### src/rtl/act_sched_pkg.sv
// Shared types and default widths for the activation scheduler.
package act_sched_pkg;

    localparam int ADDR_W_DEF = 10;
    localparam int ROW_W_DEF  = 10;

    typedef enum logic [1:0] {
        IDLE  = 2'd0,
        RUN   = 2'd1,
        DRAIN = 2'd2,
        DONE  = 2'd3
    } state_e;

    typedef logic [1:0] act_sel_t;

endpackage

### src/rtl/act_sched_pipe.sv
// Read-data / Activations valid pipeline with UB backpressure and write counter.
module act_sched_pipe #(
    parameter int ROW_W = 10
) (
    input  logic             clk,
    input  logic             rst,
    input  logic             clr,         // start of a new job: zero the write counter
    input  logic             issue,       // a read is issued this cycle
    input  logic             ub_wr_ready,
    output logic             stall,
    output logic             act_en,
    output logic             ub_wr_en,
    output logic             wr_accept,
    output logic [ROW_W-1:0] wr_cnt
);

    logic             v1_q, v1_d;
    logic             v2_q, v2_d;
    logic [ROW_W-1:0] wr_cnt_q, wr_cnt_d;

    // A pending write that the UB refuses freezes the whole pipe.
    assign stall     = v2_q & ~ub_wr_ready;
    assign act_en    = v1_q & ~stall;
    assign ub_wr_en  = v2_q;
    assign wr_accept = v2_q & ub_wr_ready;
    assign wr_cnt    = wr_cnt_q;

    // Next-state: shift valids unless stalled; count accepted writes.
    always_comb begin
        v1_d     = v1_q;
        v2_d     = v2_q;
        wr_cnt_d = wr_cnt_q;
        if (!stall) begin
            v1_d = issue;
            v2_d = v1_q;
        end
        if (clr) begin
            wr_cnt_d = '0;
        end else if (wr_accept) begin
            wr_cnt_d = wr_cnt_q + ROW_W'(1);
        end
    end

    // Pipeline state registers.
    always_ff @(posedge clk or posedge rst) begin
        if (rst) begin
            v1_q     <= 1'b0;
            v2_q     <= 1'b0;
            wr_cnt_q <= '0;
        end else begin
            v1_q     <= v1_d;
            v2_q     <= v2_d;
            wr_cnt_q <= wr_cnt_d;
        end
    end

endmodule

### src/rtl/activation_scheduler.sv
// Sequences one activation job: accumulator reads -> Activations -> UB writes.
module activation_scheduler
    import act_sched_pkg::*;
#(
    parameter int ADDR_W = ADDR_W_DEF,
    parameter int ROW_W  = ROW_W_DEF
) (
    input  logic              clk,
    input  logic              rst,
    input  logic              start,
    input  logic [1:0]        cfg_sel,
    input  logic [ROW_W-1:0]  cfg_rows,
    input  logic [ADDR_W-1:0] cfg_src_base,
    input  logic [ADDR_W-1:0] cfg_dst_base,
    output logic              busy,
    output logic              done,
    output logic              acc_rd_en,
    output logic [ADDR_W-1:0] acc_rd_addr,
    output logic              act_en,
    output logic [1:0]        act_sel,
    output logic              ub_wr_en,
    output logic [ADDR_W-1:0] ub_wr_addr,
    input  logic              ub_wr_ready
);

    state_e            state_q, state_d;
    act_sel_t          sel_q, sel_d;
    logic [ROW_W-1:0]  rows_q, rows_d;
    logic [ADDR_W-1:0] src_q, src_d;
    logic [ADDR_W-1:0] dst_q, dst_d;
    logic [ROW_W-1:0]  rd_cnt_q, rd_cnt_d;

    logic              clr;
    logic              issue;
    logic              stall;
    logic              wr_accept;
    logic [ROW_W-1:0]  wr_cnt;
    logic              last_rd;
    logic              last_wr;

    assign issue   = (state_q == RUN) & ~stall;
    // rows_q is nonzero whenever RUN/DRAIN is reachable, so rows-1 never underflows there.
    assign last_rd = (rd_cnt_q == rows_q - ROW_W'(1));
    assign last_wr = wr_accept & (wr_cnt == rows_q - ROW_W'(1));

    assign busy        = (state_q == RUN) | (state_q == DRAIN);
    assign done        = (state_q == DONE);
    assign acc_rd_en   = issue;
    assign acc_rd_addr = src_q + ADDR_W'(rd_cnt_q);
    assign act_sel     = sel_q;

    act_sched_pipe #(.ROW_W(ROW_W)) u_pipe (
        .clk         (clk),
        .rst         (rst),
        .clr         (clr),
        .issue       (issue),
        .ub_wr_ready (ub_wr_ready),
        .stall       (stall),
        .act_en      (act_en),
        .ub_wr_en    (ub_wr_en),
        .wr_accept   (wr_accept),
        .wr_cnt      (wr_cnt)
    );

    assign ub_wr_addr = dst_q + ADDR_W'(wr_cnt);

    // FSM next-state, config latch on accepted start, read counter.
    always_comb begin
        state_d  = state_q;
        sel_d    = sel_q;
        rows_d   = rows_q;
        src_d    = src_q;
        dst_d    = dst_q;
        rd_cnt_d = rd_cnt_q;
        clr      = 1'b0;
        unique case (state_q)
            IDLE: begin
                if (start) begin
                    sel_d    = cfg_sel;
                    rows_d   = cfg_rows;
                    src_d    = cfg_src_base;
                    dst_d    = cfg_dst_base;
                    rd_cnt_d = '0;
                    clr      = 1'b1;
                    state_d  = (cfg_rows != '0) ? RUN : DONE;
                end
            end
            RUN: begin
                if (issue) begin
                    rd_cnt_d = rd_cnt_q + ROW_W'(1);
                    if (last_rd) state_d = DRAIN;
                end
            end
            DRAIN: begin
                if (last_wr) state_d = DONE;
            end
            DONE: begin
                state_d = IDLE;
            end
            default: begin
                state_d = IDLE;
            end
        endcase
    end

    // State, config and read-counter registers.
    always_ff @(posedge clk or posedge rst) begin
        if (rst) begin
            state_q  <= IDLE;
            sel_q    <= '0;
            rows_q   <= '0;
            src_q    <= '0;
            dst_q    <= '0;
            rd_cnt_q <= '0;
        end else begin
            state_q  <= state_d;
            sel_q    <= sel_d;
            rows_q   <= rows_d;
            src_q    <= src_d;
            dst_q    <= dst_d;
            rd_cnt_q <= rd_cnt_d;
        end
    end

endmodule

### config.mk
export PLATFORM = sky130hd
export DESIGN_NAME = activation_scheduler
export DESIGN_NICKNAME = d
export VERILOG_FILES = /design/src/rtl/act_sched_pkg.sv /design/src/rtl/act_sched_pipe.sv /design/src/rtl/activation_scheduler.sv
export SDC_FILE = /design/constraint.sdc
export NUM_CORES = 1
export LEC_CHECK = 0
export ABC_AREA = 1
export ABC_CLOCK_PERIOD_IN_PS = 2950
export CORE_UTILIZATION = 45
export CTS_BUF_LIST = sky130_fd_sc_hd__clkbuf_4 sky130_fd_sc_hd__clkbuf_8
export DETAILED_ROUTE_END_ITERATION = 10
export PLACE_DENSITY = 0.69
export SLEW_MARGIN = 40
export SYNTH_ARGS = -nofsm -noshare
export SYNTH_HDL_FRONTEND = slang
export SYNTH_SLANG_ARGS = --single-unit
### constraint.sdc
create_clock -name clk -period 2.95 [get_ports clk]
set_clock_uncertainty 0.05 [all_clocks]
set_input_delay 0.4425 -clock clk [delete_from_list [all_inputs] [get_ports clk]]
set_output_delay 0.4425 -clock clk [all_outputs]
set_load 0.01 [all_outputs]
==> flow_metrics.env <==
export IMPL_drive_gt1_share_pct=10.8
export IMPL_cts_sinks=56
export IMPL_slowest_delay_ns=0.44
export IMPL_fmax_mhz=359
export IMPL_power_per_cell_area_nw_per_um2=943
export IMPL_synth_compound_area_share_pct=9.04
export IMPL_slew_headroom_pct=62.8
export IMPL_synth_distinct_cells=36
export IMPL_dieArea_um2=8800
export IMPL_io_pin_count=63
export IMPL_fillers=734
export IMPL_nets=658
export IMPL_grt_pass1_wl_mm=15.6
export IMPL_rsz0062_at_grt="no"
export IMPL_core_area_um2=8180
export IMPL_synth_simple_area_share_pct=33.2
export IMPL_async_flop_share_pct=100
export IMPL_tritoncts="yes"
export IMPL_multi_input_area_um2=2160
export IMPL_outcome="finished clean"
export IMPL_fin_crit_ns=2.79
export IMPL_worstSetupPathType="flip-flop to output pin"
export IMPL_muxShareOfSynthArea_pct=0
export IMPL_drc=0
export IMPL_required_ns=2.46
export IMPL_finalSetupViolCount=0
export IMPL_clock_root_buffer="clkbuf_8"
export IMPL_yosys_register_bits=56
export IMPL_end_kind="output pin"
export IMPL_synth_top_family_by_area="simple AND/OR/NAND/NOR gates"
export IMPL_path_cells="ha_1 > nand3_1 > nand2_1 > a21oi_2 > o21ai_1 > nand2_1 > a21boi_0 > nor2_1 > xor2_1 > dlygate4sd2_1"
export IMPL_synth_area_per_cell_um2=7.38
export IMPL_dp_hpwl_mm=7.22
export IMPL_synth_adder_area_share_pct=9.63
export IMPL_portBuffers=62
export IMPL_via_per_inst=5.01
export IMPL_drv_cap=0
export IMPL_holdBufCountCts=0
export IMPL_crit_slowest_cell="dfrtp_1"
export IMPL_final_common_cell="nand2_1"
export IMPL_wl_per_cell_um=13.3
export IMPL_initial_utilization_pct=46.4
export IMPL_worst_slack_ns=0.163
export IMPL_gr_total_overflow=0
export IMPL_drtIter0Drc=77
export IMPL_diodes=0
export IMPL_finalHoldViolCount=0
export IMPL_firstDrtPassIters=4
export IMPL_fin_cells=699
export IMPL_dp_cells=690
export IMPL_track_usage_pct=22.6
export IMPL_vias=3505
export IMPL_gp_congestion=0.890
export IMPL_syn_area_um2=3790
export IMPL_power_total_mw=4.55
export IMPL_seq_area_um2=1400
export IMPL_crit_path_max_fanout=5
export IMPL_area_growth_pct=27.1
export IMPL_clock_path_buffers=2
export IMPL_postRouteAntennaNets=0
export IMPL_dp_slack_ns=0.0250
export IMPL_synth_cells=514
export IMPL_ys_seq_area_share_pct=36.9
export IMPL_synth_warning_count=0
export IMPL_grt_max_degree=57
export IMPL_drv_slew=0
export IMPL_die_y_um=93.8
export IMPL_grt_pass1_vias=3432
export IMPL_hold_path_class="flip-flop to flip-flop"
export IMPL_insertion_delay_ns=0.31
export IMPL_crit_top_cell="nand2_1"
export IMPL_wirelength_mm=9.32
export IMPL_clkTransAtPathRegs_ns=0.10
export IMPL_worstPathArrival_ns=2.29
export IMPL_synthFlopType="dfrtp_1"
export IMPL_synth_nets=578
export IMPL_cts_buffers=5
export IMPL_num_rows=33
export IMPL_yosys_area_share_xor_xnor_pct=4.39
export IMPL_synth_edff_count=0
export IMPL_ir_drop_v=0.000585
export IMPL_antenna_found_initial=0
export IMPL_final_cell_mix="nand2_1 (162), dfrtp_1 (56), inv_1 (55), clkdlybuf4s50_1 (55), nand3_1 (41)"
export IMPL_setup_tns_ns=0
export IMPL_p_leak_nw=2.43
export IMPL_start_kind="flip-flop"
export IMPL_die_w_um=93.8
export IMPL_cts_htree_levels=2
export IMPL_worst_pin_slew_ns=0.554
export IMPL_timing_final_crit_share_pct=94.5
-- power breakdown --
| part | leakage, nW | internal [mW] | total (mW) | switching, mW |
|---|---|---|---|---|
| registers | 0.719 | 1.04 | 1.27 | 0.224 |
| clock network | 0.0642 | 0.334 | 0.583 | 0.248 |
| logic | 1.65 | 1.20 | 2.70 | 1.50 |
| total | 2.43 | 2.58 | 4.55 | 1.97 |
-- final cells by class --
| cell class | count | area share [%] |
|---|---|---|
| repair buffers | 81 | 16.0 |
| clock inverters | 2 | 1.25 |
| clock buffers | 5 | 1.43 |
| flip-flops and latches | 56 | 29.1 |
| well taps | 105 | 2.72 |
| inverters | 61 | 4.75 |
| multi-input cells | 389 | 44.8 |
-- cell families after synthesis --
logic type | count (synthesis)
adder cells (fa/ha/maj) | 28
XOR/XNOR | 19
AND/OR/NAND/NOR | 280
flip-flops | 56
buffers and inverters | 69
AO/OA/AOI/OAI | 62
-- synth_stat cells (3+ instances only) --
cell,instances,area share [%]
o21a_1,3,0.59
nand3_1,41,5.4
nand3_2,3,0.79
dfrtp_1,56,37
xnor2_1,6,1.4
nand4_1,6,0.99
inv_1,56,5.5
nor2_1,37,3.7
o21ai_0,29,3.8
nand2_1,162,16
inv_2,5,0.49
nor2_2,5,0.82
ha_1,26,8.6
a21oi_1,21,2.8
xor2_1,13,3.0
clkbuf_1,6,0.59
nor3_1,5,0.66
nand2_2,7,1.2
-- path summary, 6_finish.rpt --
check	slack, ns	to	cells past startpoint	start
setup / recovery	0.16	ub_wr_addr[9]	10	u_pipe.wr_cnt[1]$_DFFE_PP0P_
hold / removal	0.42	u_pipe.ub_wr_en$_DFFE_PP0N_	2	u_pipe.v1_q$_DFFE_PP0N_
setup reg to reg	0.75	state_q[1]$_DFFE_PP0P_	15	rows_q[0]$_DFFE_PP0P_
hold reg to reg	0.42	u_pipe.ub_wr_en$_DFFE_PP0N_	2	u_pipe.v1_q$_DFFE_PP0N_
max in group asynchronous	1.90	rd_cnt_q[4]$_DFFE_PP0P_	4	rst
min in group asynchronous	0.46	rows_q[8]$_DFFE_PP0P_	3	rst
-- worst max-delay path, delay by kind of cell (launching register included) --
| family | cells | cell delay, ns |
|---|---|---|
| AO/OA/AOI/OAI | 3 | 0.45 |
| flip-flops | 1 | 0.44 |
| AND/OR/NAND/NOR | 4 | 0.35 |
| adder cells (fa/ha/maj) | 1 | 0.30 |
| buffers and inverters | 1 | 0.29 |
| XOR/XNOR | 1 | 0.15 |
-- per-layer routing --
layer	wire length, um	up-vias	part of all wire (%)	track usage [%]
met5	0	-	0	0
met4	153	0	1.6	6.54
met3	346	8	3.7	3.16
met2	4530	75	49	39.6
met1	4290	1612	46	28.9
li1	-	1810	-	-
-- timing repair --
item / CTS / global route
setup endpoints to repair: 8 / 9
pin swaps: 0 / 1
setup buffers: 0 / 1
resized for setup: 10 / 10
-- registers in the layout, indices dropped and copies added (netlist names) --
| name | cells |
|---|---|
| dst_q | 10 |
| rd_cnt_q | 10 |
| rows_q | 10 |
| src_q | 10 |
| u_pipe.wr_cnt | 10 |
| act_sel | 2 |
| state_q | 2 |
| u_pipe.ub_wr_en | 1 |
| u_pipe.v1_q | 1 |
-- stage by stage --
| stage | utilization, % | cell area, um^2 | hold WS [ns] |
|---|---|---|---|
| finish | 59.0 | 4820 | 0.419 |
| global route | 59.0 | 4820 | 0.449 |
| CTS | 58.4 | 4780 | 0.426 |
| detailed placement | 56.8 | 4640 | 0.402 |
| global placement | 56.8 | 4640 | 0.399 |
| floorplan | - | 3790 | 0.384 |
(Power assumes the default switching activity.)
